[config.mk]
export PLATFORM = sky130hd
export DESIGN_NAME = log_mult_arbiter
export DESIGN_NICKNAME = d
export VERILOG_FILES = /design/src/rtl/log_mult_arbiter.sv
export SDC_FILE = /design/constraint.sdc
export NUM_CORES = 1
export LEC_CHECK = 0
export CELL_PAD_IN_SITES_DETAIL_PLACEMENT = 0
export CELL_PAD_IN_SITES_GLOBAL_PLACEMENT = 1
export CORE_MARGIN = 2
export CORE_UTILIZATION = 45
export DETAILED_ROUTE_END_ITERATION = 8
export GPL_ROUTABILITY_DRIVEN = 0
export HOLD_SLACK_MARGIN = 0.03
export PLACE_DENSITY_LB_ADDON = 0.1
export SYNTH_ARGS = -nofsm -noshare
export SYNTH_HDL_FRONTEND = slang
export SYNTH_SLANG_ARGS = --single-unit
[constraint.sdc]
create_clock -name clk -period 13.45 [get_ports clk]
set_input_delay 1.345 -clock clk [delete_from_list [all_inputs] [get_ports clk]]
set_output_delay 1.345 -clock clk [all_outputs]
set_load 0.03 [all_outputs]
[src/rtl/log_mult_arbiter.sv]
// ---------------------------------------------------------------------------
// log_mult_arbiter
//
// Purpose: shares one approximate (Mitchell logarithmic) 8x8 signed
// multiplier among N_REQ operand requesters. A round-robin arbiter issues
// at most one operand pair per cycle. A tag pipeline tracks the requester
// ID of each product alongside the fixed-latency multiplier. Finished
// products are written into a small response FIFO together with that ID.
// A single credit counter (pipeline + FIFO occupancy) keeps the FIFO from
// overflowing.
//
// Optional feature macro: ZERO_BYPASS_EN
//   defined   : a tag bit records (A==0 || B==0) at issue, and that entry's
//               response data is forced to zero at writeback.
//   undefined : the multiplier output is written unchanged.
//
// Ports:
//   clk        in   rising-edge clock
//   rst_n      in   asynchronous active-low reset
//   req_valid  in   [N_REQ]     per-requester operand valid
//   req_ready  out  [N_REQ]     per-requester accept, one-hot or zero
//   req_a      in   [8*N_REQ]   signed operand A, requester i at [8i+7:8i]
//   req_b      in   [8*N_REQ]   signed operand B, same packing
//   rsp_valid  out              response FIFO head valid
//   rsp_ready  in               consumer accepts head
//   rsp_data   out  [16]        signed (approximate) product at head
//   rsp_id     out  [ID_W]      requester index at head
//   busy       out              any product in the pipeline or the FIFO
// ---------------------------------------------------------------------------

// Mitchell logarithmic multiplier, 8x8 signed -> 16 signed.
// The combinational product is followed by LAT register stages, so the
// result is valid LAT cycles after a/b are applied. This block has no reset.
// Its output is meaningful only when the caller's matching tag is valid.
module approx_log_multiplier #(
    parameter int LAT = 2
) (
    input  logic               clk,
    input  logic signed [7:0]  a,
    input  logic signed [7:0]  b,
    output logic signed [15:0] p
);

    // Position of the leading one (characteristic of log2).
    function automatic logic [2:0] lead_one(input logic [7:0] x);
        lead_one = '0;
        for (int i = 0; i < 8; i++) begin
            if (x[i]) begin
                lead_one = 3'(i);
            end
        end
    endfunction

    logic [7:0]         mag_a;
    logic [7:0]         mag_b;
    logic [2:0]         k_a;
    logic [2:0]         k_b;
    logic [7:0]         sh_a;
    logic [7:0]         sh_b;
    logic [7:0]         f_sum;
    logic [3:0]         k_sum;
    logic [22:0]        wide;
    logic [15:0]        mag_p;
    logic signed [15:0] p_d;
    logic [LAT-1:0][15:0] p_pipe_q;

    always_comb begin
        // Magnitudes. For -128, the 8-bit negation gives 8'h80, which is
        // the correct unsigned magnitude.
        mag_a = a[7] ? 8'(-a) : 8'(a);
        mag_b = b[7] ? 8'(-b) : 8'(b);
        k_a   = lead_one(mag_a);
        k_b   = lead_one(mag_b);
        // Normalise so the leading one sits at bit 7. The 7 bits below it
        // are the mantissa fraction in units of 1/128.
        sh_a  = mag_a << (3'd7 - k_a);
        sh_b  = mag_b << (3'd7 - k_b);
        f_sum = {1'b0, sh_a[6:0]} + {1'b0, sh_b[6:0]};
        k_sum = {1'b0, k_a} + {1'b0, k_b};
        // Antilog:
        //   if fa+fb < 1, the result is 2^k * (1 + fa + fb);
        //   otherwise it is 2^(k+1) * (fa + fb).
        // The fraction keeps 7 bits below the binary point; they are
        // dropped afterwards.
        if (!f_sum[7]) begin
            wide = {15'd0, 1'b1, f_sum[6:0]} << k_sum;
        end else begin
            wide = {15'd0, f_sum} << (k_sum + 4'd1);
        end
        mag_p = wide[22:7];
        // The log domain cannot represent zero, so force it explicitly.
        if (mag_a == 8'd0 || mag_b == 8'd0) begin
            p_d = '0;
        end else if (a[7] ^ b[7]) begin
            p_d = -$signed(mag_p);
        end else begin
            p_d = $signed(mag_p);
        end
    end

    always_ff @(posedge clk) begin
        p_pipe_q[0] <= p_d;
        for (int i = 1; i < LAT; i++) begin
            p_pipe_q[i] <= p_pipe_q[i-1];
        end
    end

    assign p = $signed(p_pipe_q[LAT-1]);

endmodule

module log_mult_arbiter #(
    parameter int  N_REQ     = 4,
    parameter int  MULT_LAT  = 2,
    parameter int  RSP_DEPTH = 4,
    localparam int ID_W      = (N_REQ > 1) ? $clog2(N_REQ) : 1,
    localparam int CNT_W     = $clog2(RSP_DEPTH + 1),
    localparam int PTR_W     = (RSP_DEPTH > 1) ? $clog2(RSP_DEPTH) : 1
) (
    input  logic                 clk,
    input  logic                 rst_n,
    input  logic [N_REQ-1:0]     req_valid,
    output logic [N_REQ-1:0]     req_ready,
    input  logic [8*N_REQ-1:0]   req_a,
    input  logic [8*N_REQ-1:0]   req_b,
    output logic                 rsp_valid,
    input  logic                 rsp_ready,
    output logic signed [15:0]   rsp_data,
    output logic [ID_W-1:0]      rsp_id,
    output logic                 busy
);

    // ------------------------------------------------------------------
    // Credit and round-robin arbitration
    // ------------------------------------------------------------------
    logic [CNT_W-1:0] inflight_q;
    logic [CNT_W-1:0] inflight_d;
    logic [ID_W-1:0]  rr_ptr_q;
    logic [ID_W-1:0]  rr_ptr_d;
    logic             credit_ok;
    logic             issue;
    logic [ID_W-1:0]  grant_id;
    logic             pop;
    logic             push;

    always_comb begin
        int idx;
        idx       = 0;
        issue     = 1'b0;
        grant_id  = '0;
        // Only the registered count gates issue. A pop in this cycle does
        // not free a slot until the next cycle.
        credit_ok = (inflight_q < CNT_W'(RSP_DEPTH));
        // Gating with rst_n keeps req_ready low while reset is asserted,
        // even when requesters hold valid high.
        if (rst_n && credit_ok) begin
            for (int k = 0; k < N_REQ; k++) begin
                idx = (int'(rr_ptr_q) + k) % N_REQ;
                if (!issue && req_valid[idx]) begin
                    issue    = 1'b1;
                    grant_id = ID_W'(idx);
                end
            end
        end
        rr_ptr_d = rr_ptr_q;
        if (issue) begin
            rr_ptr_d = (grant_id == ID_W'(N_REQ - 1)) ? '0 : grant_id + 1'b1;
        end
        inflight_d = inflight_q + CNT_W'(issue) - CNT_W'(pop);
    end

    generate
        for (genvar gi = 0; gi < N_REQ; gi++) begin : g_ready
            assign req_ready[gi] = issue && (grant_id == ID_W'(gi));
        end
    endgenerate

    always_ff @(posedge clk or negedge rst_n) begin
        if (!rst_n) begin
            rr_ptr_q   <= '0;
            inflight_q <= '0;
        end else begin
            rr_ptr_q   <= rr_ptr_d;
            inflight_q <= inflight_d;
        end
    end

    assign busy = (inflight_q != '0);

    // ------------------------------------------------------------------
    // Issue: operand registers feeding the multiplier (no reset; qualified
    // by the tag pipeline) and the tag shift register aligned with the
    // product. Stage 0 is loaded together with the operand registers.
    // Stage MULT_LAT coincides with the multiplier output.
    // ------------------------------------------------------------------
    logic signed [7:0]          op_a_d;
    logic signed [7:0]          op_b_d;
    logic signed [7:0]          op_a_q;
    logic signed [7:0]          op_b_q;
    logic signed [15:0]         mult_p;
    logic [MULT_LAT:0]          tag_vld_q;
    logic [MULT_LAT:0][ID_W-1:0] tag_id_q;

    always_comb begin
        op_a_d = $signed(req_a[8*int'(grant_id) +: 8]);
        op_b_d = $signed(req_b[8*int'(grant_id) +: 8]);
    end

    always_ff @(posedge clk) begin
        op_a_q <= op_a_d;
        op_b_q <= op_b_d;
    end

    approx_log_multiplier #(
        .LAT (MULT_LAT)
    ) u_mult (
        .clk (clk),
        .a   (op_a_q),
        .b   (op_b_q),
        .p   (mult_p)
    );

    always_ff @(posedge clk or negedge rst_n) begin
        if (!rst_n) begin
            tag_vld_q <= '0;
            tag_id_q  <= '0;
        end else begin
            tag_vld_q[0] <= issue;
            tag_id_q[0]  <= grant_id;
            for (int i = 1; i <= MULT_LAT; i++) begin
                tag_vld_q[i] <= tag_vld_q[i-1];
                tag_id_q[i]  <= tag_id_q[i-1];
            end
        end
    end

    // ------------------------------------------------------------------
    // Writeback data
    // ------------------------------------------------------------------
    logic signed [15:0] wb_data;

`ifdef ZERO_BYPASS_EN
    logic              tag_zero_d;
    logic [MULT_LAT:0] tag_zero_q;

    assign tag_zero_d = (op_a_d == 8'sd0) || (op_b_d == 8'sd0);

    always_ff @(posedge clk or negedge rst_n) begin
        if (!rst_n) begin
            tag_zero_q <= '0;
        end else begin
            tag_zero_q[0] <= tag_zero_d;
            for (int i = 1; i <= MULT_LAT; i++) begin
                tag_zero_q[i] <= tag_zero_q[i-1];
            end
        end
    end

    assign wb_data = tag_zero_q[MULT_LAT] ? 16'sd0 : mult_p;
`else
    assign wb_data = mult_p;
`endif

    // ------------------------------------------------------------------
    // Response FIFO. The storage has no reset. The outputs are gated by
    // the occupancy count, so stale entries never become visible after a
    // reset.
    // ------------------------------------------------------------------
    logic signed [15:0] mem_data_q [RSP_DEPTH];
    logic [ID_W-1:0]    mem_id_q   [RSP_DEPTH];
    logic [PTR_W-1:0]   wr_ptr_q;
    logic [PTR_W-1:0]   wr_ptr_d;
    logic [PTR_W-1:0]   rd_ptr_q;
    logic [PTR_W-1:0]   rd_ptr_d;
    logic [CNT_W-1:0]   fifo_cnt_q;
    logic [CNT_W-1:0]   fifo_cnt_d;
    logic               fifo_full;

    assign push      = tag_vld_q[MULT_LAT];
    assign fifo_full = (fifo_cnt_q == CNT_W'(RSP_DEPTH));
    assign rsp_valid = (fifo_cnt_q != '0);
    assign pop       = rsp_valid && rsp_ready;

    always_comb begin
        wr_ptr_d = wr_ptr_q;
        rd_ptr_d = rd_ptr_q;
        if (push) begin
            wr_ptr_d = (wr_ptr_q == PTR_W'(RSP_DEPTH - 1)) ? '0 : wr_ptr_q + 1'b1;
        end
        if (pop) begin
            rd_ptr_d = (rd_ptr_q == PTR_W'(RSP_DEPTH - 1)) ? '0 : rd_ptr_q + 1'b1;
        end
        fifo_cnt_d = fifo_cnt_q + CNT_W'(push) - CNT_W'(pop);
    end

    always_ff @(posedge clk or negedge rst_n) begin
        if (!rst_n) begin
            wr_ptr_q   <= '0;
            rd_ptr_q   <= '0;
            fifo_cnt_q <= '0;
        end else begin
            wr_ptr_q   <= wr_ptr_d;
            rd_ptr_q   <= rd_ptr_d;
            fifo_cnt_q <= fifo_cnt_d;
        end
    end

    always_ff @(posedge clk) begin
        if (push) begin
            mem_data_q[wr_ptr_q] <= wb_data;
            mem_id_q[wr_ptr_q]   <= tag_id_q[MULT_LAT];
        end
    end

    assign rsp_data = rsp_valid ? mem_data_q[rd_ptr_q] : 16'sd0;
    assign rsp_id   = rsp_valid ? mem_id_q[rd_ptr_q]   : '0;

    // The credit counter should make this unreachable. A write into a full
    // FIFO means the credit accounting is broken.
    always @(posedge clk) begin
        if (rst_n) begin
            assert (!(push && fifo_full));
        end
    end

endmodule

After elaboration in Yosys (flattened, before gate mapping)

Memory sizes are Yosys's and may differ from the RTL's.
Index checks and enable logic that the tools add are counted.

Register bits: 69
Latch bits: 0
RAM bits: 72
Bits in read-only memories: 0
Bits of input ports: 71
Memories: 2

$add $sub $neg: 18
Multipliers: 0
Div/mod/pow operators: 0
Order comparisons: 5
Equality and inequality tests: 5
Shift-type cells: 6
Multiplexer cells: 49
Bitwise operators: 4
Reduce and logical (&&, ||, !) cells: 21

Memory list:

| name       | words | width | rd ports | clocked after Yosys merged registers in | wr ports | line | RTL |
|---|---|---|---|---|---|---|---|
| mem_data_q | 4     | 16    | 1        | 0                                       | 1        | 269  | `logic signed [15:0] mem_data_q [RSP_DEPTH];` |
| mem_id_q   | 4     | 2     | 1        | 0                                       | 1        | 270  | `logic [ID_W-1:0] mem_id_q [RSP_DEPTH];` |

Operators by type and width:

| kind                                                                          | count |
|---|---|
| 32-bit by 6-bit variable part select with 8-bit output                        | 2 |
| 8-bit by 4-bit << shifter with 23-bit output                                  | 2 |
| 16-bit 2-to-1 mux                                                             | 2 |
| 2-bit 2-to-1 mux                                                              | 13 |
| 3-bit 2-to-1 mux                                                              | 8 |
| 23-bit 2-to-1 mux                                                             | 1 |
| 1-bit 2-to-1 mux                                                              | 19 |
| 8-bit logical NOT                                                             | 2 |
| 8-bit 2-to-1 mux                                                              | 2 |
| 16-bit negation                                                               | 1 |
| 8-bit negation                                                                | 2 |
| 8-bit by 3-bit << shifter with 7-bit output                                   | 2 |
| 3-bit by 4-bit less-than comparator with 1-bit output (second input constant) | 3 |
| 1-bit logical AND                                                             | 9 |
| 2-bit by 1-bit adder with 2-bit output (second input constant)                | 4 |
| 7-bit by 7-bit adder with 8-bit output                                        | 1 |
| 1-bit binary-select mux with 2-bit select                                     | 4 |
| 2-bit equality test (second input constant)                                   | 4 |
| 3-bit by 1-bit adder with 3-bit output                                        | 2 |
| 3-bit nonzero test                                                            | 2 |
| 2-bit OR reduction                                                            | 3 |
| 3-bit by 1-bit subtractor with 3-bit output                                   | 2 |
| 3-bit subtractor (first input constant)                                       | 2 |
| 2-bit adder (second input constant)                                           | 2 |
| 10 further kinds                                                              | 14 |

Logic depth before layout (Yosys ltp)

Gate-level depths: netlist of the first run.

Depth in word-level cells: 19
Mapped depth: 29
Gate-level depth less buffers: 26

Modules after synthesis

A second synthesis of the first run with hierarchy kept.

Cell total of the unflattened synthesis: 817
Area, all modules: 8,623.3 µm²

Modules (own cells, without submodules):

| module                | times used | cells each | area an instance (µm²) | seq. area each (µm²) |
|---|---|---|---|---|
| log_mult_arbiter      | 1          | 241        | 4,546.9                | 3,007.9 |
| approx_log_multiplier | 1          | 576        | 4,076.4                | 640.6 |

Least setup slack after synthesis of the first run

No wires, ideal clock.

Kind: flip-flop to flip-flop
Start: register op_a_q[0]
End: register u_mult.p_pipe_q[14] in the netlist's numbering
Setup time: 0.127 ns
Arrival time: 5.653 ns
Required time: 13.323 ns
Slack: 7.670 ns
Stages on the path, launching flop included: 26
Period minus slack after synthesis: 5.780 ns
Cells stage by stage: dfxtp_1 > inv_1 > ha_1 > nand2b_1 > xnor2_1 > o21ai_0 > a221oi_1 > a211o_1 > a21oi_2 > mux2i_1 > nand2_1 > fa_1 > nand2b_2 > a21o_1 > xnor2_1 > a221oi_1 > o21ai_0 > a211oi_1 > a21boi_0 > ha_1 > inv_1 > nor4_1 > and4_1 > buf_2 > a21oi_1 > or3_1

Cells in the longest elaborated chain, start to end: 16
Elaborated cells on any way between the ends: 21
Classes of those cells: add/sub (6); shift (3); mux (10); reduce/logical (2)

RTL lines:

| element                                                         | line   | RTL |
|---|---|---|
| start, declared                                                 | 198    | `logic signed [7:0] op_a_q;` |
| start signal, assigned                                          | 210    | `op_a_q <= op_a_d;` |
| 8-bit negation                                                  | 70     | `mag_a = a[7] ? 8'(-a) : 8'(a);` |
| 8-bit 2-to-1 mux *                                              | 70     |  |
| 1-bit 2-to-1 mux                                                | 48     | `if (x[i]) begin` |
| 2-bit 2-to-1 mux (2 in series)                                  | 48     |  |
| 3-bit 2-to-1 mux (4 in series)                                  | 48     |  |
| 3-bit subtractor                                                | 76     | `sh_a = mag_a << (3'd7 - k_a);` |
| 8-bit by 3-bit << shifter with 7-bit output                     | 76     |  |
| 7-bit by 7-bit adder with 8-bit output                          | 78     | `f_sum = {1'b0, sh_a[6:0]} + {1'b0, sh_b[6:0]};` |
| 8-bit by 4-bit << shifter with 23-bit output (on tied branches) | 86, 88 |  |
| 23-bit 2-to-1 mux                                               | 85     | `if (!f_sum[7]) begin` |
| 16-bit negation                                                 | 95     | `p_d = -$signed(mag_p);` |
| 16-bit 2-to-1 mux                                               | 94     | `end else if (a[7] ^ b[7]) begin` |
| end signal, assigned by index                                   | 104    | `p_pipe_q[i] <= p_pipe_q[i-1];` |
| end, declared                                                   | 65     | `logic [LAT-1:0][15:0] p_pipe_q;` |

Mark *: on every way between the ends. The rest lies on a longest branch, timed or not.
A chain may end at the register's enable or synchronous reset.

Worst setup path after layout of the first run

Same ends and word-level chain as after synthesis.

==> results of run 1 <==
final cells by class:
type,count,area [um2],area share (%)
Clock inverter,14,144,1.38
Clock buffer,18,450,4.32
Tap cell,260,325,3.12
Multi-Input combinational cell,662,4710,45.2
Timing Repair Buffer,101,993,9.54
Sequential cell,141,3650,35.0
Inverter,39,146,1.41
final timing paths:
check	start	endpoint	slack, ns	cells after the start
setup / recovery	op_a_q[0]$_DFF_P_	u_mult.p_pipe_q[14]$_SDFF_PP0_	6.48	23
hold / removal	u_mult.p_pipe_q[5]$_SDFF_PP0_	u_mult.p[5]$_DFF_P_	0.32	0
setup reg to reg	op_a_q[0]$_DFF_P_	u_mult.p_pipe_q[14]$_SDFF_PP0_	6.48	23
hold reg to reg	u_mult.p_pipe_q[5]$_SDFF_PP0_	u_mult.p[5]$_DFF_P_	0.32	0
max in group asynchronous	rst_n	tag_id_q[4]$_DFF_PN0_	11.39	1
min in group asynchronous	rst_n	tag_id_q[5]$_DFF_PN0_	1.47	1
worst max-delay path, cell delays in order, from the launching register on:
cell	delay [ns]
dfxtp_1	0.38
inv_1	0.12
ha_1	0.26
a21boi_0	0.29
xnor2_1	0.27
a221oi_1	0.18
a211o_1	0.26
a21oi_2	0.37
mux2i_1	0.19
a32o_1	0.25
ha_1	0.44
inv_1	0.11
nor3_1	0.79
nor2_1	0.17
a221oi_1	0.47
o21ai_0	0.14
a211oi_1	0.45
a21boi_0	0.32
ha_1	0.25
inv_1	0.06
nor4_1	0.23
and4_1	0.35
a21oi_1	0.09
or3_1	0.37
registers in the layout, indices dropped and copies added (netlist names):
signal / count
mem_data_q: 64
u_mult.p: 16
u_mult.p_pipe_q: 16
mem_id_q: 8
op_a_q: 8
op_b_q: 8
tag_id_q: 6
fifo_cnt_q: 3
inflight_q: 3
tag_vld_q: 3
rd_ptr_q: 2
rr_ptr_q: 2
wr_ptr_q: 2
through the flow:
stage / instances / worst slack, ns / hold slack [ns]
5_1_grt: 1235 / 6.07 / 0.329
3_3_place_gp: 1203 / 6.92 / 0.311
2_1_floorplan: 887 / 7.67 / 0.310
3_5_place_dp: 1203 / 6.70 / 0.312
4_1_cts: 1235 / 6.67 / 0.322
6_report: 1235 / 6.48 / 0.321
Yosys cell counts, types with 7 or more instances:
library cell,instances,area share (%)
a211oi_1,13,1.1
a21o_1,8,0.69
a21oi_1,39,2.2
a31oi_1,25,1.8
a32o_1,7,0.80
and2_1,37,2.7
and3_1,21,1.5
buf_2,8,0.46
clkbuf_1,31,1.3
dfrtp_1,21,6.0
dfxtp_1,48,11
edfxtp_1,72,25
ha_1,28,4.0
inv_1,36,1.6
mux2i_1,17,2.0
mux4_2,18,4.7
nand2_1,116,5.0
nand2b_1,17,1.2
nand3_1,20,1.1
nand4_1,7,0.50
nor2_1,48,2.1
nor2b_1,8,0.57
nor3_1,19,1.1
nor4_1,7,0.50
o21ai_0,24,1.4
o22ai_1,9,0.65
o31ai_1,8,0.69
or3_1,11,0.79
xnor2_1,14,1.4
xor2_1,10,1.0
layer usage:
metal | vias up | track usage (%) | share of wire (%)
met5 | - | 0 | 0
met1 | 3441 | 28.2 | 43
met2 | 264 | 37.8 | 49
met4 | 0 | 7.40 | 2.2
met3 | 38 | 4.46 | 5.9
li1 | 3478 | - | -
cell families after synthesis:
group | count (synthesis)
adder cells (fa/ha/maj) | 32
multiplexers | 40
XOR/XNOR | 26
AO/OA/AOI/OAI | 231
other | 1
AND/OR/NAND/NOR | 331
flip-flops | 141
buffers and inverters | 84
==> summary.txt, run 1 <==
Placement
  • Placement Cell Area: 9820 um2
  • I/O Buffers: 94
  • DPL Wire Length: 16100 um

Floorplanning
  • Die extent in y: 143 um
  • IO Pins: 95
  • Initial Util: between 40% and 50%
  • Die ar.: 20500 um2
  • Die width: 143 um
  • Core Area: 18800 um2
  • Core Rows: 50

Yosys
  • Synthesized area: 8700 um2
  • YS warnings: 0
  • Yosys reg bits: 141
  • Most used flip-flop cell after synthesis: edfxtp_1
  • XOR/XNOR share of the synthesized area: 2.79%
  • Post-Synth Adder-Cell Area: 4.94%
  • Cells after Synth: 886
  • Async SR Flop Fraction: 14.9%
  • Area fraction in compound gates after synthesis: around a fifth
  • Sequential share of the synthesized area: 41.9%
  • Number of library cell types mapped by synthesis: between 90 and 100
  • Avg Inst Size Synth: 9.82 um2
  • Largest family of logic cells by synthesized area: compound AO/OA/AOI/OAI gates
  • Post-Synth Simple-Gate Area: 19.0%
  • Post-synth EDFFs: slightly above 70
  • Post-synthesis mux area share: 7.30%

GRT
  • Total gr overflow: 0
  • Antenna violations before repair: 0
  • Vias in the first global route: 7059
  • Tot GR Track Use: about 22%
  • Global-route wire length before repair: 36200 um
  • Largest net degree at the start of global routing: 39

Final layout
  • Final Cell Area: 10400 um2
  • Filler cell count: 1641
  • Antenna cell count: 0
  • Most frequent cells in the layout: 116 x nand2_1, 94 x clkdlybuf4s50_1, 72 x edfxtp_1
  • Area delta synth->final: 19.6%
  • Finished Core Util: between 50% and 60%
  • Layout cells sized above 1: 9.03%
  • Commonest non-fill, non-tap cell in the layout: nand2_1
  • Nets: 1065

Routing
  • DR WL/cell: ~18 um
  • DRC viols: 0
  • Initial drt markers: 715
  • Vias: 7221
  • Via/cell ratio: just under 6
  • Routed Antenna Nets: 0
  • Pre-Repair DR Iteration Count: 5
  • WL final: 22100 um

Run status
  • Outcome: complete, no violations

Setup path
  • CP startpoint kind: flop
  • Worst EP required: 13.74 ns
  • Worst setup EP type: flop
  • Worst EP arrival: 7.26 ns
  • CP Max Fanout: 9
  • Crit Path Class: reg -> reg

STA
  • RSZ-0062 raised after global routing: false
  • Endpoints failing setup: 0
  • Clock Skew: 0.0115 ns
  • Least-Margin Pin Slew: 1.01 ns
  • Max Fclk: about 140 MHz
  • Fin crit share: 51.8%
  • Slew Viols, Final: 0
  • Final Hold Viols: 0
  • Setup TNS: 0 ns
  • Rel. slew slack: between 30% and 40%
  • Tmin final: 6.97 ns

Clock network
  • Resized cells post-CTS: 0
  • Clock latency at the later pin of the worst-skew pair: 0.41 ns
  • H-tree Lvls: 4
  • TritonCTS Sinks: 141
  • Postcts setup bufs: 0
  • Clk pin slew, worst setup/hold paths: ~0.060 ns
  • Clock tree buffer depth: 2
  • CTS tree: yes
  • # hold bufs at CTS: 0
  • Clk root buf: clkbuf_16
  • Num CTS Buffers: 17

Job
  • Max_cap viols: 0

Worst hold path
  • Min-Delay Path Class: reg -> reg
Power of run 1 is not shown: default switching activity piles up to over one toggle a cycle in this logic, so the estimate is an artifact.
==> inputs of run 2 (changes only) <==
--- a/config.mk
+++ b/config.mk
@@ -8,7 +8,7 @@
 export CELL_PAD_IN_SITES_DETAIL_PLACEMENT = 0
 export CELL_PAD_IN_SITES_GLOBAL_PLACEMENT = 1
 export CORE_MARGIN = 2
-export CORE_UTILIZATION = 45
+export CORE_UTILIZATION = 40
 export DETAILED_ROUTE_END_ITERATION = 8
 export GPL_ROUTABILITY_DRIVEN = 0
 export HOLD_SLACK_MARGIN = 0.03
==> constraint.sdc (replaced) <==
create_clock -name clk -period 5.96 [get_ports clk]
set_input_delay 0.596 -clock clk [delete_from_list [all_inputs] [get_ports clk]]
set_output_delay 0.596 -clock clk [all_outputs]
set_load 0.03 [all_outputs]
==> summary.txt, run 2 (synthesized netlist as in run 1, its figures left out) <==
Clock network
  • CTS tree: yes
  • Clk pin slew, worst setup/hold paths: 0.06 ns (about the same)
  • Num CTS Buffers: 17 (unchanged)
  • TritonCTS Sinks: 141 (unchanged)
  • Clock latency at the later pin of the worst-skew pair: 0.41 ns (about the same)
  • Clock tree buffer depth: 2 (unchanged)
  • Clk root buf: clkbuf_16
  • H-tree Lvls: 4 (unchanged)

Routing
  • DRC viols: 0 (unchanged)
  • Metal-1 WL: 10600 um (+11%)
  • Pre-Repair DR Iteration Count: 5 (unchanged)
  • Met3 wire len: 733 um (-44%)
  • Met2 routed WL: 10900 um (+1.1%)
  • WL final: 22700 um (+2.4%)
  • DR WL/cell: 17.2 um (-3.8%)
  • Vias: 7300 (+1.1%)
  • Highest routed metal layer: met4
  • Initial drt markers: 359 (-50%)
  • Routed Antenna Nets: 0 (unchanged)
  • Via/cell ratio: 5.56 (-5.0%)

Setup path
  • FF-to-FF path depth: 25 (+8.7%)
  • CP startpoint kind: flop
  • Worst EP arrival: 5.93 ns (-1.33 ns)
  • Worst setup EP type: flop
  • Worst EP required: 6.24 ns (-7.50 ns)
  • CP Max Fanout: 6 (-3)
  • Crit Path Class: reg -> reg

Job
  • Max_cap viols: 0 (unchanged)

Final layout
  • Most frequent cells in the layout: 116 x nand2_1, 94 x clkdlybuf4s50_1, 72 x edfxtp_1
  • Layout cells sized above 1: 16.4% (+7.3 points)
  • Filler cell count: 1945 (+19%)
  • Commonest non-fill, non-tap cell in the layout: nand2_1
  • Nets: 1129 (+6.0%)
  • Area delta synth->final: 26.0%
  • Antenna cell count: 0 (unchanged)
  • Max FFs per register: 64 (unchanged)
  • Final Cell Area: 11000 um2 (+5.3%)
  • Finished Core Util: 51.7% (-3.6 points)
  • Biggest register: mem_data_q

Placement
  • I/O Buffers: 94 (unchanged)
  • Placement Cell Area: 10300 um2 (+5.1%)
  • Pre-CTS setup slack: -0.0892 ns (-6.79 ns)
  • DPL Wire Length: 17100 um (+6.4%)

GRT
  • Largest net degree at the start of global routing: 36 (-7.7%)
  • Antenna violations before repair: 0 (unchanged)
  • Global-route wire length before repair: 37400 um (+3.3%)
  • Vias in the first global route: 7101 (+0.59%)
  • Tot GR Track Use: 20.6% (-1.5 points)
  • Total gr overflow: 0 (unchanged)

STA
  • Fin crit share: 94.7% (+43 points)
  • Slew Viols, Final: 0 (unchanged)
  • RSZ-0062 raised after global routing: true
  • Clock Skew: 0.00902 ns (-0.00247 ns)
  • Least-Margin Pin Slew: 0.958 ns (-0.0520 ns)
  • Final Hold Viols: 0 (unchanged)
  • Max Fclk: 177 MHz (+23%)
  • Rel. slew slack: 36.1% (+3.5 points)
  • Endpoints failing setup: 0 (unchanged)
  • Tightest hold margin: 0.320 ns (-0.00178 ns)
  • Tmin final: 5.64 ns (-1.33 ns)
  • Final setup margin: 0.315 ns (-6.16 ns)

Worst hold path
  • Min-Delay Path Class: reg -> reg
  • Worst hold path stage count: 0 (unchanged)

Run status
  • Outcome: complete, no violations

Floorplanning
  • Core Rows: 53 (+6.0%)
  • IO Pins: 95 (unchanged)
  • Die ar.: 23000 um2 (+12%)
  • Initial Util: 41.0% (-5.2 points)
  • Die extent in y: 152 um (+5.9%)
  • Die width: 152 um (+5.9%)
  • Core Area: 21200 um2 (+13%)
[run 2: cell type report]
cell class / count / area, um2 / area share [%]
Sequential cell: 141 / 3650 / 33.3
Clock buffer: 20 / 447 / 4.07
Timing Repair Buffer: 165 / 1470 / 13.4
Clock inverter: 12 / 111 / 1.02
Inverter: 39 / 146 / 1.34
Tap cell: 275 / 344 / 3.14
Multi-Input combinational cell: 662 / 4790 / 43.7
[run 2: path summary, 6_finish.rpt]
check	end	slack [ns]	from
setup / recovery	u_mult.p_pipe_q[14]$_SDFF_PP0_	0.32	op_a_q[1]$_DFF_P_
hold / removal	u_mult.p[2]$_DFF_P_	0.32	u_mult.p_pipe_q[2]$_SDFF_PP0_
setup reg to reg	u_mult.p_pipe_q[14]$_SDFF_PP0_	0.32	op_a_q[1]$_DFF_P_
hold reg to reg	u_mult.p[2]$_DFF_P_	0.32	u_mult.p_pipe_q[2]$_SDFF_PP0_
max in group asynchronous	inflight_q[0]$_DFF_PN0_	5.21	rst_n
min in group asynchronous	fifo_cnt_q[0]$_DFF_PN0_	0.53	rst_n
[run 2: repair_timing]
item | 4_1_cts | 5_1_grt
resized for setup | 9 | 20
endpoints found under the setup margin | 4 | 10
buffers inserted | 0 | 0
hold buffers | 0 | 0
pin swaps | 1 | 3
[run 2: through the flow]
stage / TNS, ns / cells
5_1_grt: -0.0454 / 1314
6_report: 0 / 1314
3_5_place_dp: -0.213 / 1282
2_1_floorplan: 0 / 887
4_1_cts: 0 / 1314
3_3_place_gp: -0.00722 / 1282
[run 2: per-layer routing]
layer | track usage [%] | up-vias
met4 | 5.74 | 0
met3 | 3.32 | 30
li1 | - | 3619
met1 | 27.3 | 3484
met5 | 0 | -
met2 | 35.1 | 167
[run 2: worst max-delay path, cell delays in order, from the launching register on]
cell and delay [ns]:
dfxtp_2 0.38, inv_1 0.08, ha_1 0.23, nand2b_1 0.19, xnor2_1 0.15, o21ai_1 0.17
a221oi_1 0.11, a211o_1 0.28, a21oi_4 0.22, mux2i_2 0.30, nand2_1 0.13, fa_1 0.43
nand2b_2 0.20, a21o_1 0.23, xnor2_1 0.18, a221oi_2 0.35, o21ai_1 0.12, a211oi_2 0.27
buf_4 0.16, a21boi_2 0.17, ha_2 0.20, inv_1 0.06, nor4_1 0.24, and4_1 0.25
a21oi_1 0.07, or3_1 0.35
Power of run 2 is left out for the same reason.
==> inputs of run 3 (changes only) <==
--- a/config.mk
+++ b/config.mk
@@ -8,11 +8,13 @@
 export CELL_PAD_IN_SITES_DETAIL_PLACEMENT = 0
 export CELL_PAD_IN_SITES_GLOBAL_PLACEMENT = 1
 export CORE_MARGIN = 2
-export CORE_UTILIZATION = 40
+export CORE_UTILIZATION = 41
 export DETAILED_ROUTE_END_ITERATION = 8
 export GPL_ROUTABILITY_DRIVEN = 0
 export HOLD_SLACK_MARGIN = 0.03
-export PLACE_DENSITY_LB_ADDON = 0.1
+export MAX_ROUTING_LAYER = met4
+export PLACE_DENSITY = 0.85
 export SYNTH_ARGS = -nofsm -noshare
 export SYNTH_HDL_FRONTEND = slang
+export SYNTH_HIERARCHICAL = 1
 export SYNTH_SLANG_ARGS = --single-unit
==> summary.txt, run 3 <==
Routing
  • Highest routed metal layer: met4
  • Met3 wire len: 1070 um (+46%)
  • Routed Antenna Nets: 0 (unchanged)
  • Vias: 6973 (-4.5%)
  • DR WL/cell: 17.1 um (-0.95%)
  • Pre-Repair DR Iteration Count: 5 (unchanged)
  • DRC viols: 0 (unchanged)
  • WL final: 21100 um (-7.1%)
  • Via/cell ratio: 5.66 (+1.8%)
  • Met2 routed WL: 10800 um (-1.4%)
  • Metal-1 WL: 8770 um (-17%)
  • Initial drt markers: 527 (+47%)

Clock network
  • Clk pin slew, worst setup/hold paths: 0.07 ns (about the same)
  • H-tree Lvls: 4 (unchanged)
  • CTS tree: yes
  • Clk root buf: clkbuf_16
  • Clock tree buffer depth: 2 (unchanged)
  • Clock latency at the later pin of the worst-skew pair: 0.41 ns (about the same)
  • Num CTS Buffers: 17 (unchanged)
  • TritonCTS Sinks: 141 (unchanged)

Floorplanning
  • Core Area: 20800 um2 (-1.9%)
  • IO Pins: 95 (unchanged)
  • Die width: 149 um (-1.6%)
  • Core Rows: 53 (unchanged)
  • Die ar.: 22200 um2 (-3.3%)
  • Die extent in y: 149 um (-1.6%)
  • Initial Util: 41.4% (+0.39 points)

Yosys
  • Top-area cell type share of the netlist area: 25.1% (+0.23 points)
  • Top-count cell post-synth: edfxtp_1
  • Post-synthesis mux area share: 11.4% (+4.1 points)
  • YS warnings: 6 (+6)
  • Number of library cell types mapped by synthesis: 91 (unchanged)
  • Synth area leaders: edfxtp_1 25%, dfxtp_1 11%, mux4_2 6.8%
  • Cells after Synth: 817 (-7.8%)
  • Most used flip-flop cell after synthesis: edfxtp_1
  • Avg Inst Size Synth: 10.6 um2 (+7.4%)
  • Post-Synth Adder-Cell Area: 4.99% (+0.047 points)
  • Area fraction in compound gates after synthesis: 16.1% (-3.8 points)
  • Sequential share of the synthesized area: 42.3% (+0.40 points)
  • Area leader, netlist: edfxtp_1
  • XOR/XNOR share of the synthesized area: 2.92% (+0.13 points)
  • Largest family of logic cells by synthesized area: simple AND/OR/NAND/NOR gates
  • Synthesized area: 8620 um2 (-0.93%)
  • Yosys reg bits: 141 (unchanged)
  • Async SR Flop Fraction: 14.9% (unchanged)
  • Post-synth EDFFs: 72 (unchanged)
  • Post-Synth Simple-Gate Area: 16.7% (-2.3 points)
  • Top cells by count, synth: 72 x edfxtp_1, 64 x nand2_1, 59 x nor2_1

Final layout
  • Antenna cell count: 0 (unchanged)
  • Area delta synth->final: 27.5%
  • Finished Core Util: 52.8% (+1.1 points)
  • Layout cells sized above 1: 20.8% (+4.4 points)
  • Register area: 3650 um2 (about the same)
  • Non-Filler Instances: 1233 (-6.2%)
  • Multi-input gate area: 4780 um2 (-0.31%)
  • Biggest register: mem_data_q
  • Nets: 1048 (-7.2%)
  • Max FFs per register: 64 (unchanged)
  • Final Cell Area: 11000 um2 (+0.24%)
  • Commonest non-fill, non-tap cell in the layout: clkdlybuf4s50_1
  • Filler cell count: 1825 (-6.2%)
  • Most frequent cells in the layout: 94 x clkdlybuf4s50_1, 72 x edfxtp_1, 69 x buf_4

STA
  • Endpoints failing setup: 0 (unchanged)
  • Rel. slew slack: 22.6% (-14 points)
  • Slew Viols, Final: 0 (unchanged)
  • Tmin final: 5.71 ns (+0.0657 ns)
  • Least-Margin Pin Slew: 1.16 ns (+0.199 ns)
  • Final Hold Viols: 0 (unchanged)
  • Clock Skew: 0.00909 ns (+0.0000728 ns)
  • Setup TNS: 0 ns (unchanged)
  • Fin crit share: 95.8% (+1.1 points)
  • Max Fclk: 175 MHz (-1.1%)

Job
  • Max_cap viols: 0 (unchanged)

GRT
  • Total gr overflow: 0 (unchanged)
  • Vias in the first global route: 6993 (-1.5%)
  • Global-route wire length before repair: 34300 um (-8.4%)
  • Tot GR Track Use: 19.8% (-0.81 points)
  • Largest net degree at the start of global routing: 34 (-5.6%)
  • Antenna violations before repair: 0 (unchanged)

Setup path
  • CP startpoint kind: flop
  • CP Capture Point: u_mult/p_pipe_q[13]$_SDFF_PP0_
  • Critical Path, Cell by Cell: inv_1, ha_1, mux2_2, inv_1, o21ai_0, a221o_1, and3_1, buf_4, mux2i_2, or2_2, fa_1, nand2b_4, a21o_1, mux2i_1, a22o_1, a311o_1, o32a_1, or4_4, o41ai_4, xor2_1, nor2_1
  • CP Max Fanout: 10 (+4)
  • Crit path buffers/inverters: 3 (unchanged)
  • Critical Path Max Stage Delay: 0.62 ns (+0.19 ns)
  • Worst EP arrival: 5.97 ns (+0.04 ns)
  • Delay-heaviest family, CP: compound AO/OA/AOI/OAI gates
  • Slowest cell on crit path: or4_4
  • Crit path from: op_b_q[0]$_DFF_P_
  • Crit Path Class: reg -> reg
  • Worst EP required: 6.21 ns (-0.03 ns)
  • Worst setup EP type: flop
  • Cell seen most often among critical-path stages: inv_1
  • Critical register-to-register path startpoint: op_b_q[0]$_DFF_P_
  • Total stage count of the critical path: 21 (-16%)
  • R2R setup slack: 0.25 ns (-0.07 ns)
  • FF-to-FF path depth: 21 (-16%)
  • R2R Path End: u_mult/p_pipe_q[13]$_SDFF_PP0_

Worst hold path
  • Min-Delay Path Class: reg -> reg

Run status
  • Outcome: complete, no violations

Placement
  • I/O Buffers: 94 (unchanged)
  • DPL Wire Length: 14800 um (-13%)
  • Placement Cell Area: 10000 um2 (-2.6%)
  • Placed cells: 1190 (-7.2%)
run 3: cell types whose count changed after synthesis, moves of 16 or more:
cell	delta
a31oi_1	-19
buf_4	+16
nand2_1	-52
nor3_1	+17
and3_1	-17
run 3: worst min path at each step:
stage,start,endpoint,slack [ns],cells after the start
6_report,u_mult/p_pipe_q[5]$_SDFF_PP0_,u_mult/p[5]$_DFF_P_,0.32,0
5_1_grt,u_mult/p_pipe_q[14]$_SDFF_PP0_,u_mult/p[14]$_DFF_P_,0.33,0
4_1_cts,u_mult/p_pipe_q[2]$_SDFF_PP0_,u_mult/p[2]$_DFF_P_,0.33,0
3_5_place_dp,u_mult/p_pipe_q[2]$_SDFF_PP0_,u_mult/p[2]$_DFF_P_,0.31,0
3_3_place_gp,u_mult/p_pipe_q[5]$_SDFF_PP0_,u_mult/p[5]$_DFF_P_,0.31,0
2_1_floorplan,rst_n,fifo_cnt_q[0]$_DFF_PN0_,0.30,0
run 3: layer usage:
metal	vias up	global-route usage (%)
met5	-	-
met4	0	6.10
met3	38	3.55
met2	217	34.8
met1	3389	23.2
li1	3329	-
run 3: logic make-up after synthesis:
family / Yosys count
multiplexers: 52
AND/OR/NAND/NOR: 279
flip-flops: 141
adder cells (fa/ha/maj): 32
XOR/XNOR: 27
other: 1
buffers and inverters: 95
AO/OA/AOI/OAI: 190
run 3: timing repair:
action | CTS | global route
setup buffers | 1 | 9
setup endpoints to repair | 4 | 15
endpoints found under the hold margin | 0 | 0
hold buffers | 0 | 0
cloned | 0 | 1
resized for setup | 1 | 55
pin swaps | 0 | 10
run 3: metrics by stage:
step	worst slack [ns]	hold WS, ns
finish	0.250	0.325
global route	-0.00786	0.331
CTS	0.0152	0.328
detailed placement	0.0117	0.313
global placement	0.102	0.311
floorplan	0.0639	0.300
run 3: area by class of cell:
type	instances	share of cell area (%)
multi-input cells	583	43.5
flip-flops and latches	141	33.2
repair buffers	166	13.7
clock buffers	20	4.06
well taps	275	3.13
clock inverters	12	1.25
inverters	36	1.23
run 3: worst reg2reg max path: stages (launching register included):
cell and delay [ns]:
dfxtp_2 0.37, inv_1 0.09, ha_1 0.28, mux2_2 0.29, inv_1 0.09, o21ai_0 0.11
a221o_1 0.35, and3_1 0.22, buf_4 0.18, mux2i_2 0.17, or2_2 0.32, fa_1 0.45
nand2b_4 0.19, a21o_1 0.21, mux2i_1 0.15, a22o_1 0.28, a311o_1 0.36, o32a_1 0.21
or4_4 0.62, o41ai_4 0.38, xor2_1 0.17, nor2_1 0.06
Power of run 3 is left out for the same reason.
